==> src/rtl/dma_burst_seq.sv <==
`default_nettype none
// ============================================================================
// Module      : dma_burst_seq
// Description : DMA burst sequencer. Accepts one DMA request, splits it into
//               ATA commands of at most MAX_SECT sectors and, for each
//               command, issues four 128-byte memory burst requests per
//               sector while keeping no more than MAX_OUTST bursts in flight.
// Ports       : sclk/rst_n       clock, asynchronous active-low reset
//               i_dma_*          request from the register block
//               o_dma_done/err   completion pulse and abort status
//               o_busy           transfer in progress
//               o_cmd_* i_cmd_*  ATA command back-end handshake
//               o_burst_*        memory burst request (valid/ready)
//               i_burst_ack      one accepted burst has completed
// Revision    : 1.0 - initial release
// ============================================================================
module dma_burst_seq #(
  parameter int MAX_SECT  = 256,
  parameter int MAX_OUTST = 2
) (
  input  logic        sclk,
  input  logic        rst_n,
  input  logic        i_dma_start,
  input  logic [24:0] i_mem_address,
  input  logic [31:0] i_lba,
  input  logic [31:0] i_sector_cnt,
  input  logic        i_dma_type,
  output logic        o_dma_done,
  output logic        o_dma_err,
  output logic        o_busy,
  output logic        o_cmd_val,
  input  logic        i_cmd_rdy,
  output logic [31:0] o_cmd_lba,
  output logic [15:0] o_cmd_count,
  output logic        o_cmd_write,
  input  logic        i_cmd_done,
  input  logic        i_cmd_err,
  output logic        o_burst_val,
  input  logic        i_burst_rdy,
  output logic [24:0] o_burst_addr,
  input  logic        i_burst_ack
);

  localparam logic [2:0] c_IDLE  = 3'd0;
  localparam logic [2:0] c_CMD   = 3'd1;
  localparam logic [2:0] c_BURST = 3'd2;
  localparam logic [2:0] c_WAIT  = 3'd3;
  localparam logic [2:0] c_ABORT = 3'd4;
  localparam logic [2:0] c_DONE  = 3'd5;

  localparam logic [31:0] c_MAX_SECT  = 32'(MAX_SECT);
  localparam logic [3:0]  c_MAX_OUTST = 4'(MAX_OUTST);

  logic [2:0]  r_state;
  logic [24:0] r_addr;
  logic [31:0] r_lba;
  logic [31:0] r_remain;
  logic        r_write;
  // Sized for 4 * 65535 bursts so the largest legal chunk never truncates.
  logic [17:0] r_bursts_left;
  logic [3:0]  r_outst;
  logic        r_done_seen;
  logic        r_err;

  logic [15:0] w_chunk;
  logic        w_cmd_fire;
  logic        w_burst_fire;
  logic        w_ack_take;
  logic        w_wait_exit;
  logic        w_err_take;
  logic        w_done_window;

  // The chunk is derived from the remaining count, which only changes when
  // leaving WAIT, so it is stable for the whole CMD/BURST/WAIT sequence.
  assign w_chunk = (r_remain < c_MAX_SECT) ? r_remain[15:0] : c_MAX_SECT[15:0];

  assign o_cmd_val    = (r_state == c_CMD);
  assign o_cmd_lba    = r_lba;
  assign o_cmd_count  = w_chunk;
  assign o_cmd_write  = r_write;
  assign o_burst_val  = (r_state == c_BURST) && (r_bursts_left != 18'd0) &&
                        (r_outst < c_MAX_OUTST);
  assign o_burst_addr = r_addr;
  assign o_busy       = (r_state != c_IDLE) && (r_state != c_DONE);
  assign o_dma_done   = (r_state == c_DONE);
  assign o_dma_err    = (r_state == c_DONE) && r_err;

  assign w_cmd_fire    = o_cmd_val & i_cmd_rdy;
  assign w_burst_fire  = o_burst_val & i_burst_rdy;
  // An acknowledge with nothing in flight is dropped so the count cannot wrap.
  assign w_ack_take    = i_burst_ack & (r_outst != 4'd0);
  assign w_wait_exit   = (r_state == c_WAIT) & (r_done_seen | i_cmd_done);
  assign w_done_window = (r_state == c_CMD) || (r_state == c_BURST) || (r_state == c_WAIT);
  assign w_err_take    = i_cmd_err & w_done_window;

  always_ff @(posedge sclk or negedge rst_n) begin
    if (!rst_n) begin
      r_state       <= c_IDLE;
      r_addr        <= 25'd0;
      r_lba         <= 32'd0;
      r_remain      <= 32'd0;
      r_write       <= 1'b0;
      r_bursts_left <= 18'd0;
      r_outst       <= 4'd0;
      r_done_seen   <= 1'b0;
      r_err         <= 1'b0;
    end else begin
      // Accept and acknowledge in the same cycle cancel out.
      if (w_burst_fire && !w_ack_take) begin
        r_outst <= r_outst + 4'd1;
      end else if (!w_burst_fire && w_ack_take) begin
        r_outst <= r_outst - 4'd1;
      end

      if (w_burst_fire) begin
        r_addr        <= r_addr + 25'd1;
        r_bursts_left <= r_bursts_left - 18'd1;
      end

      // Device completion may arrive before the bursts drain; remember it.
      if (i_cmd_done && w_done_window) begin
        r_done_seen <= 1'b1;
      end

      case (r_state)
        c_IDLE: begin
          if (i_dma_start) begin
            r_addr   <= i_mem_address;
            r_lba    <= i_lba;
            r_remain <= i_sector_cnt;
            r_write  <= i_dma_type;
            r_err    <= 1'b0;
            // A zero-length request passes through WAIT with completion
            // already flagged, so it finishes without issuing a command.
            r_done_seen <= (i_sector_cnt == 32'd0);
            r_state     <= (i_sector_cnt == 32'd0) ? c_WAIT : c_CMD;
          end
        end
        c_CMD: begin
          if (w_err_take) begin
            r_err   <= 1'b1;
            r_state <= c_ABORT;
          end else if (w_cmd_fire) begin
            r_bursts_left <= {w_chunk, 2'b00};
            r_state       <= c_BURST;
          end
        end
        c_BURST: begin
          if (w_err_take) begin
            r_err   <= 1'b1;
            r_state <= c_ABORT;
          end else if ((r_bursts_left == 18'd0) && (r_outst == 4'd0)) begin
            r_state <= c_WAIT;
          end
        end
        c_WAIT: begin
          if (w_err_take) begin
            r_err   <= 1'b1;
            r_state <= c_ABORT;
          end else if (w_wait_exit) begin
            r_lba       <= r_lba + {16'd0, w_chunk};
            r_remain    <= r_remain - {16'd0, w_chunk};
            r_done_seen <= 1'b0;
            r_state     <= (r_remain == {16'd0, w_chunk}) ? c_DONE : c_CMD;
          end
        end
        c_ABORT: begin
          // Bursts already handed out must be acknowledged before finishing.
          if (r_outst == 4'd0) begin
            r_state <= c_DONE;
          end
        end
        c_DONE: begin
          r_state <= c_IDLE;
        end
        default: begin
          r_state <= c_IDLE;
        end
      endcase
    end
  end

endmodule
`default_nettype wire

==> config.mk <==
export PLATFORM = sky130hd
export DESIGN_NAME = dma_burst_seq
export DESIGN_NICKNAME = d
export VERILOG_FILES = /design/src/rtl/dma_burst_seq.sv
export SDC_FILE = /design/constraint.sdc
export NUM_CORES = 1
export LEC_CHECK = 0
export ABC_CLOCK_PERIOD_IN_PS = 5400
export BUFFER_PORTS_ARGS = -buffer_cell sky130_fd_sc_hd__buf_2
export CAP_MARGIN = 20
export CORE_UTILIZATION = 55
export CTS_BUF_LIST = sky130_fd_sc_hd__clkbuf_16
export DETAILED_ROUTE_END_ITERATION = 12
export PLACE_DENSITY = 0.92
export SETUP_SLACK_MARGIN = 0.5
export SLEW_MARGIN = 40
export SYNTH_ARGS = -nofsm -noshare
export SYNTH_HDL_FRONTEND = slang
export SYNTH_SLANG_ARGS = --single-unit
==> constraint.sdc <==
create_clock -name sclk -period 5.4 [get_ports sclk]
set_clock_uncertainty 0.05 [all_clocks]
set_input_delay 1.08 -clock sclk [delete_from_list [all_inputs] [get_ports sclk]]
set_output_delay 1.08 -clock sclk [all_outputs]
set_load 0.02 [all_outputs]
==> flow_metrics.py, run 1 <==
metrics = {
    "grt": {
        "grt_overflow_total": 0,
        "grtUsageMet3": 0.07663,
        "gr-usage-met2": 0.4866,
        "busiest_layer": "met2",
        "grt_pass1_vias": 7283,
        "antenna_found_initial": 1,
        "grt_max_degree": 84,
        "use_met1": 0.3963,
        "grt_usage": 0.3069,
        "grt_pass1_wl_microns": 34850,
    },
    "placed_design": {
        "placement.io_buffers": 169,
        "dp_hpwl_microns": 14510,
        "place_congestion": 0.9219,
        "dp.cells": 1208,
        "place_ws_ps": 1016,
    },
    "yosys": {
        "yosysTopAreaCell": "dfrtp_1",
        "synth_edf_count": 0,
        "syn_inst": 893,
        "syn_avg_cell_area_sq_um": 8.449,
        "synth.distinct_cells": 78,
        "ys_ff_latch": 117,
        "synth_top_area_share": 0.3881,
        "async_flop_share": 1.000,
        "ys_seq_area_frac": 0.3881,
        "synth_area_sq_um": 7545,
        "yosysWarningCount": 0,
        "synthTopCellsByArea": "dfrtp_1 39%, nand2_1 5.7%, a21oi_1 4.2%",
        "yosys_most_used_dff": "dfrtp_1",
    },
    "setup_path": {
        "cp_slowest_stage_delay_ps": 470,
        "worst_setup_path_end_kind": "flip-flop",
        "path_class": "flip-flop to flip-flop",
        "crit_top_cell": "a31oi_1",
        "critPathLaunchType": "flip-flop",
        "crit_fanout": 13,
        "path_cells": "nor4_2 -> nand4_1 -> nor3_1 -> buf_4 -> and2_1 -> ha_1 -> fa_1 -> a211o_1 -> nor2b_1 -> o31a_1 -> a31oi_1 -> o22ai_1 -> clkbuf_2 -> a31oi_1 -> o2bb2a_1",
        "critPathBufInv": 2,
        "arrival_ps": 4560,
        "cp_data_required_time_ps": 5650,
        "crit_path_top_delay_cell": "nor4_2",
        "path_delay_family": "simple AND/OR/NAND/NOR gates",
    },
    "routing": {
        "via_per_inst": 6.148,
        "dr.pass1.iters": 6,
        "drcViolationCount": 0,
        "vias": 7630,
        "ant_nets": 0,
        "drtIter0Drc": 727,
        "avgRoutedWirePerCell_microns": 16.83,
        "drt_wl_total_microns": 20880,
    },
    "cts": {
        "h-tree-depth": 4,
        "cts_tree": "done",
        "clockRootBuffer": "clkbuf_16",
        "cts_hold_buf": 0,
        "clk_latency_ps": 420,
        "cts_inserted_buffers": 17,
        "post_cts_buffers": 0,
        "cts_num_sinks": 117,
        "clk_pin_slew_ps": 60,
        "post_cts_resized": 0,
        "cts_max_path_buffers": 2,
    },
    "power_and_ir_drop": {
        "swShare": 0.4379,
        "p_int_mw": 2.993,
        "switchingPower_mw": 2.332,
        "p_per_area_nw_per_um2": 581.1,
        "peakVddDrop_mv": 0.4088,
        "combPwrFrac": 0.447,
        "seqPwrFrac": 0.333,
        "clockPowerShare": 0.220,
        "power.leakage_nw": 4.049,
    },
    "floorplanning": {
        "io_pins": 177,
        "die-area_sq_um": 14190,
        "die_y_microns": 119.1,
        "fp-row-count": 42,
        "core-area_sq_um": 13300,
        "die_width_microns": 119.1,
        "start_util": 0.5675,
    },
    "outcome": {
        "status": "finished clean",
    },
    "layout": {
        "finalNonFillerCells": 1241,
        "finalNetCount": 1175,
        "syn2layout_area_growth_pct": 21.46,
        "antenna-diode-count": 0,
        "drive_above_1_share": 0.2225,
    },
    "timing": {
        "hold_viol": 0,
        "post-route-min-period_ps": 4316,
        "slew-limit-headroom": 0.4875,
        "setup_tns_ps": 0,
        "fin_crit_sh": 0.7993,
        "layout_setup_ws_ps": 1084,
        "worst_pin_slew_ps": 766.6,
        "rsz0062_at_grt": "no",
        "max_freq_mhz": 231.7,
        "slew_violations": 0,
        "finalSetupViolCount": 0,
    },
    "job": {
        "drv_cap": 0,
    },
    "min_path": {
        "worst_hold_path_type": "flip-flop to flip-flop",
    },
}
-- worst register-to-register path: stages, from the launching register on --
cell and delay (ps):
dfrtp_1 430, nor4_2 470, nand4_1 340, nor3_1 280, buf_4 210, and2_1 180, ha_1 220, fa_1 250
a211o_1 160, nor2b_1 180, o31a_1 190, a31oi_1 170, o22ai_1 360, clkbuf_2 280, a31oi_1 110, o2bb2a_1 310
-- per-stage QoR --
step / area, sq um / hold WS, ps / util / total power, mW
2_1_floorplan: 7594 / 409.2 / - / 3.392
3_3_place_gp: 8524 / 409.9 / 0.6412 / 4.004
3_5_place_dp: 8534 / 422.1 / 0.6419 / 4.093
4_1_cts: 9150 / 433.7 / 0.6882 / 5.299
5_1_grt: 9164 / 458.8 / 0.6893 / 5.694
6_report: 9164 / 431.0 / 0.6893 / 5.325
-- cell families after synthesis --
group | Yosys count | share of synthesized area
AND/OR/NAND/NOR | 359 | 0.2390
AO/OA/AOI/OAI | 264 | 0.2231
adder cells (fa/ha/maj) | 25 | 0.04345
XOR/XNOR | 53 | 0.06153
buffers and inverters | 69 | 0.03831
multiplexers | 4 | 0.005638
other | 2 | 0.0009954
flip-flops | 117 | 0.3881
-- placed cells by master, fill, tap and decap left out, types with 19 or more instances in the layout --
| master | instances |
|---|---|
| dfrtp_1 | 117 |
| xor2_1 | 21 |
| o21ai_0 | 46 |
| a21oi_1 | 63 |
| nor2_1 | 68 |
| o21ai_1 | 34 |
| buf_2 | 168 |
| nor4_1 | 19 |
| xnor2_1 | 32 |
| nor3_1 | 30 |
| ha_1 | 23 |
| nand2_1 | 114 |
| nand3_1 | 20 |
| and3_1 | 19 |
-- path summary, 6_finish.rpt --
check / start / endpoint / slack (ps) / cells after the start
max: r_remain[14] / o_cmd_lba[18] / 1080 / 15
min: o_cmd_write / o_cmd_write / 430 / 2
max reg2reg: r_remain[14] / o_cmd_lba[18] / 1080 / 15
min reg2reg: o_cmd_write / o_cmd_write / 430 / 2
max in group asynchronous: rst_n / r_remain[31] / 3690 / 2
min in group asynchronous: rst_n / r_bursts_left[1] / 660 / 1
-- layout make-up --
cell class | count | area (sq um)
Timing Repair Buffer | 178 | 919.6
Multi-Input combinational cell | 720 | 4413
Inverter | 18 | 67.56
Tap cell | 176 | 220.2
Sequential cell | 117 | 2928
Fill cell | 1069 | 4131
Clock buffer | 17 | 425.4
Clock inverter | 15 | 190.2
-- cell usage after synthesis, drive strengths merged, types with 3 or more instances --
cell type	n
a211oi	16
a21o	8
a21oi	63
a22o	6
a22oi	4
a2bb2oi	4
a311oi	8
a31oi	14
a41oi	3
and2	16
and3	19
and4	6
buf	13
clkbuf	38
dfrtp	117
ha	23
inv	18
nand2	118
nand2b	4
nand3	20
nand4	18
nor2	71
nor2b	4
nor3	31
nor3b	3
nor4	21
o211ai	7
o21a	5
o21ai	80
o22a	4
o22ai	13
o311ai	3
o31ai	3
o41ai	3
or2	5
or3	8
or4	7
xnor2	32
xor2	21
-- power groups by stage --
stage                     sequential [mW]  clock [mW]  combinational (mW)
final                                1.77        1.17                2.38
after global routing                 1.84        1.23                2.63
after CTS                            1.76        1.19                2.35
after detailed placement             1.76           0                2.34
after global placement               1.74           0                2.26
after floorplan                      1.89           0                1.50
-- metal layers --
| layer | share of wire | routed length (microns) | up-vias |
|---|---|---|---|
| li1 | - | - | 3579 |
| met4 | 0.033 | 684 | 2 |
| met2 | 0.47 | 9861 | 375 |
| met1 | 0.42 | 8679 | 3614 |
| met3 | 0.079 | 1641 | 60 |
| met5 | 0.00062 | 13 | - |
-- sequential cells by signal, indices dropped and copies added, names as in the netlist --
| name | flops |
|---|---|
| r_outst | 4 |
| r_err | 1 |
| r_state | 3 |
| r_bursts_left | 18 |
| o_cmd_lba | 32 |
| r_remain | 32 |
| o_burst_addr | 25 |
| o_cmd_write | 1 |
| r_done_seen | 1 |
(Power assumes the default switching activity.)
==> run 2: changes to the inputs <==
--- a/config.mk
+++ b/config.mk
@@ -5,7 +5,7 @@
 export SDC_FILE = /design/constraint.sdc
 export NUM_CORES = 1
 export LEC_CHECK = 0
-export ABC_CLOCK_PERIOD_IN_PS = 5400
+export ABC_CLOCK_PERIOD_IN_PS = 4000
 export BUFFER_PORTS_ARGS = -buffer_cell sky130_fd_sc_hd__buf_2
 export CAP_MARGIN = 20
 export CORE_UTILIZATION = 55
==> constraint.sdc (replaced) <==
create_clock -name sclk -period 4 [get_ports sclk]
set_clock_uncertainty 0.05 [all_clocks]
set_input_delay 0.8 -clock sclk [delete_from_list [all_inputs] [get_ports sclk]]
set_output_delay 0.8 -clock sclk [all_outputs]
set_load 0.02 [all_outputs]
==> run 2 against run 1 <==
Combinational power is 54% higher. Setup slack worse by 590 ps. Sequential power grew 37%. Largest cell class unchanged. Fmax up 23%. Core utilization increased by 4.0 points. Count of clock-buffer cells in the layout is the same. Final area is 5.7% higher. Clock power increased by 48%. Register-to-register slack worse by 590 ps.
==> flow_metrics.py, run 2 (synthesized netlist as in run 1, its figures left out) <==
metrics = {
    "timing": {
        "slew_violations": 0,
        "hold_ws_ps": 306.6,
        "rsz0062_at_grt": "yes",
        "finalSetupViolCount": 0,
        "setup_tns_ps": 0,
        "max_freq_mhz": 285.3,
        "slew-limit-headroom": 0.4744,
        "worst_pin_slew_ps": 788.3,
        "hold_viol": 0,
        "fin_crit_sh": 0.8764,
        "post-route-min-period_ps": 3506,
    },
    "layout": {
        "nFillCells": 925,
        "finalNonFillerCells": 1268,
        "fin_area_sq_um": 9689,
        "antenna-diode-count": 0,
        "final_cell_mix": "169 x buf_2, 113 x nand2_1, 112 x dfrtp_1",
        "syn2layout_area_growth_pct": 28.42,
        "final_common_cell": "buf_2",
        "drive_above_1_share": 0.2793,
        "finalNetCount": 1203,
    },
    "grt": {
        "grt_usage": 0.3237,
        "grt_pass1_vias": 7446,
        "grt_max_degree": 74,
        "gr-usage-met2": 0.5200,
        "antenna_found_initial": 0,
        "use_met1": 0.4098,
        "grt_overflow_total": 0,
        "busiest_layer": "met2",
        "grt_pass1_wl_microns": 36500,
        "grtUsageMet3": 0.08669,
    },
    "placed_design": {
        "place_congestion": 0.9794,
        "placement.io_buffers": 169,
        "dp.cells": 1215,
        "placed_cell_area_sq_um": 8638,
        "dp_hpwl_microns": 14850,
    },
    "routing": {
        "avgRoutedWirePerCell_microns": 18.37,
        "vias": 8016,
        "dr.pass1.iters": 7,
        "ant_nets": 0,
        "via_per_inst": 6.322,
        "drt_wl_total_microns": 23290,
        "drcViolationCount": 0,
        "drtIter0Drc": 1109,
    },
    "cts": {
        "clk_pin_slew_ps": 50,
        "cts_max_path_buffers": 2,
        "h-tree-depth": 4,
        "clk_latency_ps": 430,
        "cts_inserted_buffers": 17,
        "cts_hold_buf": 0,
        "cts_tree": "done",
        "clockRootBuffer": "clkbuf_16",
        "cts_num_sinks": 117,
    },
    "outcome": {
        "status": "finished clean",
    },
    "power_and_ir_drop": {
        "p_per_area_nw_per_um2": 807.6,
        "power.leakage_nw": 4.236,
        "p_total_mw": 7.825,
        "peakVddDrop_mv": 0.5214,
    },
    "setup_path": {
        "crit_path_top_delay_cell": "dfrtp_1",
        "cp_slowest_stage_delay_ps": 400,
        "arrival_ps": 3790,
        "worst_setup_path_end_kind": "flip-flop",
        "timing.reg2reg.setup_slack_ps": 490,
        "path_cells": "nor3_2 -> nand2_2 -> nor3_2 -> buf_6 -> and2_4 -> ha_4 -> a211o_1 -> nor2b_4 -> o31a_1 -> a31oi_4 -> o22ai_4 -> buf_6 -> and3_1 -> a311oi_2",
        "rr_worst_depth": 14,
        "path_class": "flip-flop to flip-flop",
        "cp_data_required_time_ps": 4290,
        "critPathLaunchType": "flip-flop",
        "crit_fanout": 7,
    },
    "floorplanning": {
        "die-area_sq_um": 14190,
        "io_pins": 177,
        "die_y_microns": 119.1,
        "fp-row-count": 42,
        "core-area_sq_um": 13300,
        "start_util": 0.5675,
        "die_width_microns": 119.1,
    },
    "min_path": {
        "worst_hold_path_type": "input port to async pin",
    },
    "job": {
        "drv_cap": 0,
    },
}
[run 2: final cells by class]
| cell class | instances | area [sq um] | area share |
|---|---|---|---|
| flip-flops and latches | 117 | 2934 | 0.3028 |
| multi-input cells | 720 | 4646 | 0.4795 |
| repair buffers | 206 | 1160 | 0.1197 |
| clock buffers | 17 | 425.4 | 0.04390 |
| inverters | 18 | 70.07 | 0.007231 |
| well taps | 176 | 220.2 | 0.02273 |
| clock inverters | 14 | 234.0 | 0.02415 |
[run 2: power breakdown]
| part | total (mW) | switching, mW | internal, mW | leakage [nW] |
|---|---|---|---|---|
| Combinational | 3.66 | 2.18 | 1.48 | 2.50 |
| Sequential | 2.43 | 0.691 | 1.74 | 1.42 |
| Clock | 1.73 | 0.574 | 1.16 | 0.312 |
[run 2: timing repair]
action,in CTS,in global routing
setup buffers,13,8
gates cloned,0,1
pin swaps,5,8
setup endpoints to repair,22,33
resized for setup,13,37
[run 2: metal layers]
| metal | share of wire | routed length, microns | vias up |
|---|---|---|---|
| met3 | 0.091 | 2109 | 96 |
| met1 | 0.39 | 9186 | 3785 |
| met5 | 0 | 0 | - |
| met4 | 0.033 | 758 | 0 |
| met2 | 0.48 | 11240 | 494 |
| li1 | - | - | 3641 |
[run 2: path summary, 6_finish.rpt]
path,end,start
hold reg to reg,o_cmd_write,o_cmd_write
max in group asynchronous,r_remain[13],rst_n
min in group sclk,o_cmd_write,o_cmd_write
hold / removal,r_bursts_left[14],rst_n
setup / recovery,o_cmd_lba[28],r_remain[10]
setup reg to reg,o_cmd_lba[28],r_remain[10]
[run 2: worst max-delay path, delay by kind of cell (launching register included)]
kind                     cells  cell delay [ps]
AND/OR/NAND/NOR              6             1240
AO/OA/AOI/OAI                5             1200
buffers and inverters        2              310
adder cells (fa/ha/maj)      1              210
flip-flops                   1              400
[run 2: metrics by stage]
stage,worst slack [ps],util
floorplan,476.3,-
global placement,251.2,0.6497
detailed placement,82.81,0.6497
CTS,500.6,0.7106
global route,400.1,0.7288
finish,494.3,0.7288
==> run 3: changes to the inputs <==
--- a/config.mk
+++ b/config.mk
@@ -5,13 +5,15 @@
 export SDC_FILE = /design/constraint.sdc
 export NUM_CORES = 1
 export LEC_CHECK = 0
-export ABC_CLOCK_PERIOD_IN_PS = 4000
+export ABC_AREA = 1
+export ABC_CLOCK_PERIOD_IN_PS = 4350
 export BUFFER_PORTS_ARGS = -buffer_cell sky130_fd_sc_hd__buf_2
 export CAP_MARGIN = 20
-export CORE_UTILIZATION = 55
+export CORE_UTILIZATION = 60
 export CTS_BUF_LIST = sky130_fd_sc_hd__clkbuf_16
 export DETAILED_ROUTE_END_ITERATION = 12
-export PLACE_DENSITY = 0.92
+export GPL_ROUTABILITY_DRIVEN = 0
+export PLACE_DENSITY = 0.95
 export SETUP_SLACK_MARGIN = 0.5
 export SLEW_MARGIN = 40
 export SYNTH_ARGS = -nofsm -noshare
==> constraint.sdc (replaced) <==
create_clock -name sclk -period 4.35 [get_ports sclk]
set_clock_uncertainty 0.05 [all_clocks]
set_input_delay 0.87 -clock sclk [delete_from_list [all_inputs] [get_ports sclk]]
set_output_delay 0.87 -clock sclk [all_outputs]
set_load 0.02 [all_outputs]
==> run 3 against run 2 <==
Combinational power up 7.1%. Die area up 9.4%. Fmax down 1.9%. Global-route usage up 0.95 points. First-iteration DRC count up 3.8%. Clock power down 16%. Setup slack better by 280 ps. Via count up 24%. Count of clock-buffer cells in the layout unchanged. Non-clock buffer count down 31. Critical path type unchanged.
==> flow_metrics.py, run 3 <==
metrics = {
    "cts": {
        "cts_max_path_buffers": 2,
        "cts_tree": "done",
        "clk_pin_slew_ps": 60,
        "clk_latency_ps": 430,
        "h-tree-depth": 4,
        "cts_inserted_buffers": 17,
        "cts_num_sinks": 117,
        "clockRootBuffer": "clkbuf_16",
        "post_cts_buffers": 0,
    },
    "timing": {
        "hold_ws_ps": 371.7,
        "max_freq_mhz": 279.7,
        "fin_crit_sh": 0.8219,
        "hold_viol": 0,
        "slew-limit-headroom": 0.4602,
        "slew_violations": 0,
        "setup_tns_ps": 0,
        "post-route-min-period_ps": 3575,
        "finalSetupViolCount": 0,
        "rsz0062_at_grt": "no",
        "worst_pin_slew_ps": 802.3,
    },
    "grt": {
        "antenna_found_initial": 1,
        "grt_overflow_total": 0,
        "grt_pass1_vias": 9158,
        "grt_usage": 0.3332,
        "grt_max_degree": 88,
        "grt_pass1_wl_microns": 42390,
    },
    "layout": {
        "fin_area_sq_um": 10510,
        "drive_above_1_share": 0.1549,
        "antenna-diode-count": 0,
        "finalNonFillerCells": 1708,
        "finalNetCount": 1634,
        "final_cell_mix": "335 x nand2_1, 189 x nor2_1, 168 x buf_2",
        "nFillCells": 1104,
        "fin_util": 0.7207,
        "final_common_cell": "nand2_1",
        "syn2layout_area_growth_pct": 16.63,
    },
    "setup_path": {
        "r2r-start": "r_remain[26]",
        "reg2reg_to": "o_cmd_lba[30]",
        "critPathLaunchType": "flip-flop",
        "cp_data_required_time_ps": 4630,
        "worst_setup_path_end_kind": "flip-flop",
        "path_class": "flip-flop to flip-flop",
        "rr_worst_depth": 16,
        "arrival_ps": 3850,
        "timing.reg2reg.setup_slack_ps": 770,
        "crit_fanout": 24,
    },
    "floorplanning": {
        "io_pins": 177,
        "die_y_microns": 124.6,
        "core-area_sq_um": 14590,
        "start_util": 0.6179,
        "die-area_sq_um": 15520,
        "fp-row-count": 44,
        "die_width_microns": 124.6,
    },
    "yosys": {
        "synth_top_area_share": 0.3248,
        "yosysTopAreaCell": "dfrtp_1",
        "synth.most_common_cell": "nand2_1",
        "ys_ff_latch": 117,
        "ys_seq_area_frac": 0.3248,
        "yosys_most_used_dff": "dfrtp_1",
        "async_flop_share": 1.000,
        "synth_area_sq_um": 9015,
        "synth.distinct_cells": 49,
        "synthTopCellsByArea": "dfrtp_1 32%, nand2_1 14%, nor2_1 7.9%",
        "syn_avg_cell_area_sq_um": 6.648,
        "syn_inst": 1356,
        "yosysWarningCount": 0,
        "synth_commonest_cells": "335 x nand2_1, 189 x nor2_1, 152 x inv_1",
        "synth_edf_count": 0,
    },
    "routing": {
        "via_per_inst": 5.818,
        "drt_wl_total_microns": 25810,
        "vias": 9937,
        "avgRoutedWirePerCell_microns": 15.11,
        "drcViolationCount": 0,
        "dr.pass1.iters": 8,
        "drtIter0Drc": 1151,
        "ant_nets": 0,
    },
    "power_and_ir_drop": {
        "combPwrFrac": 0.513,
        "power.leakage_nw": 5.200,
        "clockPowerShare": 0.190,
        "p_int_mw": 3.876,
        "switchingPower_mw": 3.757,
        "swShare": 0.4922,
        "peakVddDrop_mv": 0.4691,
        "p_per_area_nw_per_um2": 726.0,
        "seqPwrFrac": 0.297,
    },
    "placed_design": {
        "placed_cell_area_sq_um": 9910,
        "dp.cells": 1676,
        "dp_hpwl_microns": 18180,
        "placement.io_buffers": 169,
    },
    "job": {
        "drv_cap": 0,
    },
    "min_path": {
        "worst_hold_path_type": "input port to async pin",
    },
    "outcome": {
        "status": "finished clean",
    },
}
## run 3: cell types whose count changed after synthesis, sizes merged, moves of 16 or more
cell,previous run,this run
nand2,118,340
nand4,18,35
nand3,20,81
clkbuf,38,16
and3,19,1
a211oi,16,0
buf,13,36
o21ai,80,115
nor2,71,201
inv,18,157
and2,16,0
## run 3: cell families (layout without fill, tap and decap cells)
family          Yosys count  in the layout  share of synthesized area
fa+ha+maj                25             25                    0.03636
flops                   117            117                     0.3248
buf+inv                 210            365                    0.09882
simple gates            711            711                     0.3395
compound gates          237            237                     0.1470
other cells               2             15                  0.0008331
xor+xnor                 53             53                    0.05149
mux                       1              1                   0.001249
## run 3: power by group through the flow
stage | Clock, mW | Combinational [mW] | Sequential (mW)
3_3_place_gp | 0 | 3.69 | 2.22
6_report | 1.45 | 3.92 | 2.27
2_1_floorplan | 0 | 2.63 | 2.41
5_1_grt | 1.50 | 4.35 | 2.33
4_1_cts | 1.44 | 3.84 | 2.24
3_5_place_dp | 0 | 3.79 | 2.25
## run 3: timing repair
item,4_1_cts,5_1_grt
resized for setup,0,3
endpoints found under the hold margin,0,0
hold buffers,0,0
setup endpoints to repair,0,8
## run 3: worst max-delay path by stage
stage | from | endpoint | slack (ps) | cells past startpoint
2_1_floorplan | r_remain[21] | o_cmd_lba[30] | 830 | 18
3_5_place_dp | r_remain[20] | o_cmd_lba[30] | 650 | 16
4_1_cts | r_remain[26] | o_cmd_lba[30] | 620 | 16
3_3_place_gp | r_remain[18] | o_cmd_lba[30] | 930 | 16
5_1_grt | r_remain[22] | o_cmd_lba[28] | 530 | 18
6_report | r_remain[26] | o_cmd_lba[30] | 770 | 16
## run 3: metal layers
metal | vias to the layer above | GRT usage | share of wire
met5 | - | 0 | 0.00031
met4 | 2 | 0.1453 | 0.032
met3 | 101 | 0.07345 | 0.087
met2 | 531 | 0.5587 | 0.49
met1 | 4556 | 0.4105 | 0.39
li1 | 4747 | - | -
## run 3: worst max-delay path, stage by stage, from the launching register on
cell and delay, ps:
dfrtp_1 430, nor2_1 150, nand2_1 120, nor2_2 210, nand3_4 280, nor2_1 290, ha_1 250, fa_1 230
a21oi_1 80, o21ai_1 250, a21boi_0 230, o21ai_1 400, nand3_1 180, nand3_1 110, nand3_1 80, nand2_1 90
nand2_1 40
## run 3: through the flow
| step | worst slack (ps) | power (mW) |
|---|---|---|
| 2_1_floorplan | 826.1 | 5.039 |
| 3_3_place_gp | 926.9 | 5.902 |
| 3_5_place_dp | 653.9 | 6.039 |
| 4_1_cts | 618.5 | 7.523 |
| 5_1_grt | 534.8 | 8.183 |
| 6_report | 774.6 | 7.633 |
## run 3: cell type report
class / count / area, sq um / share of cell area
clock buffers: 17 / 425.4 / 0.04046
multi-input cells: 1042 / 5250 / 0.4993
flip-flops and latches: 117 / 2928 / 0.2785
inverters: 158 / 596.8 / 0.05677
repair buffers: 175 / 913.4 / 0.08687
well taps: 184 / 230.2 / 0.02190
clock inverters: 15 / 170.2 / 0.01618
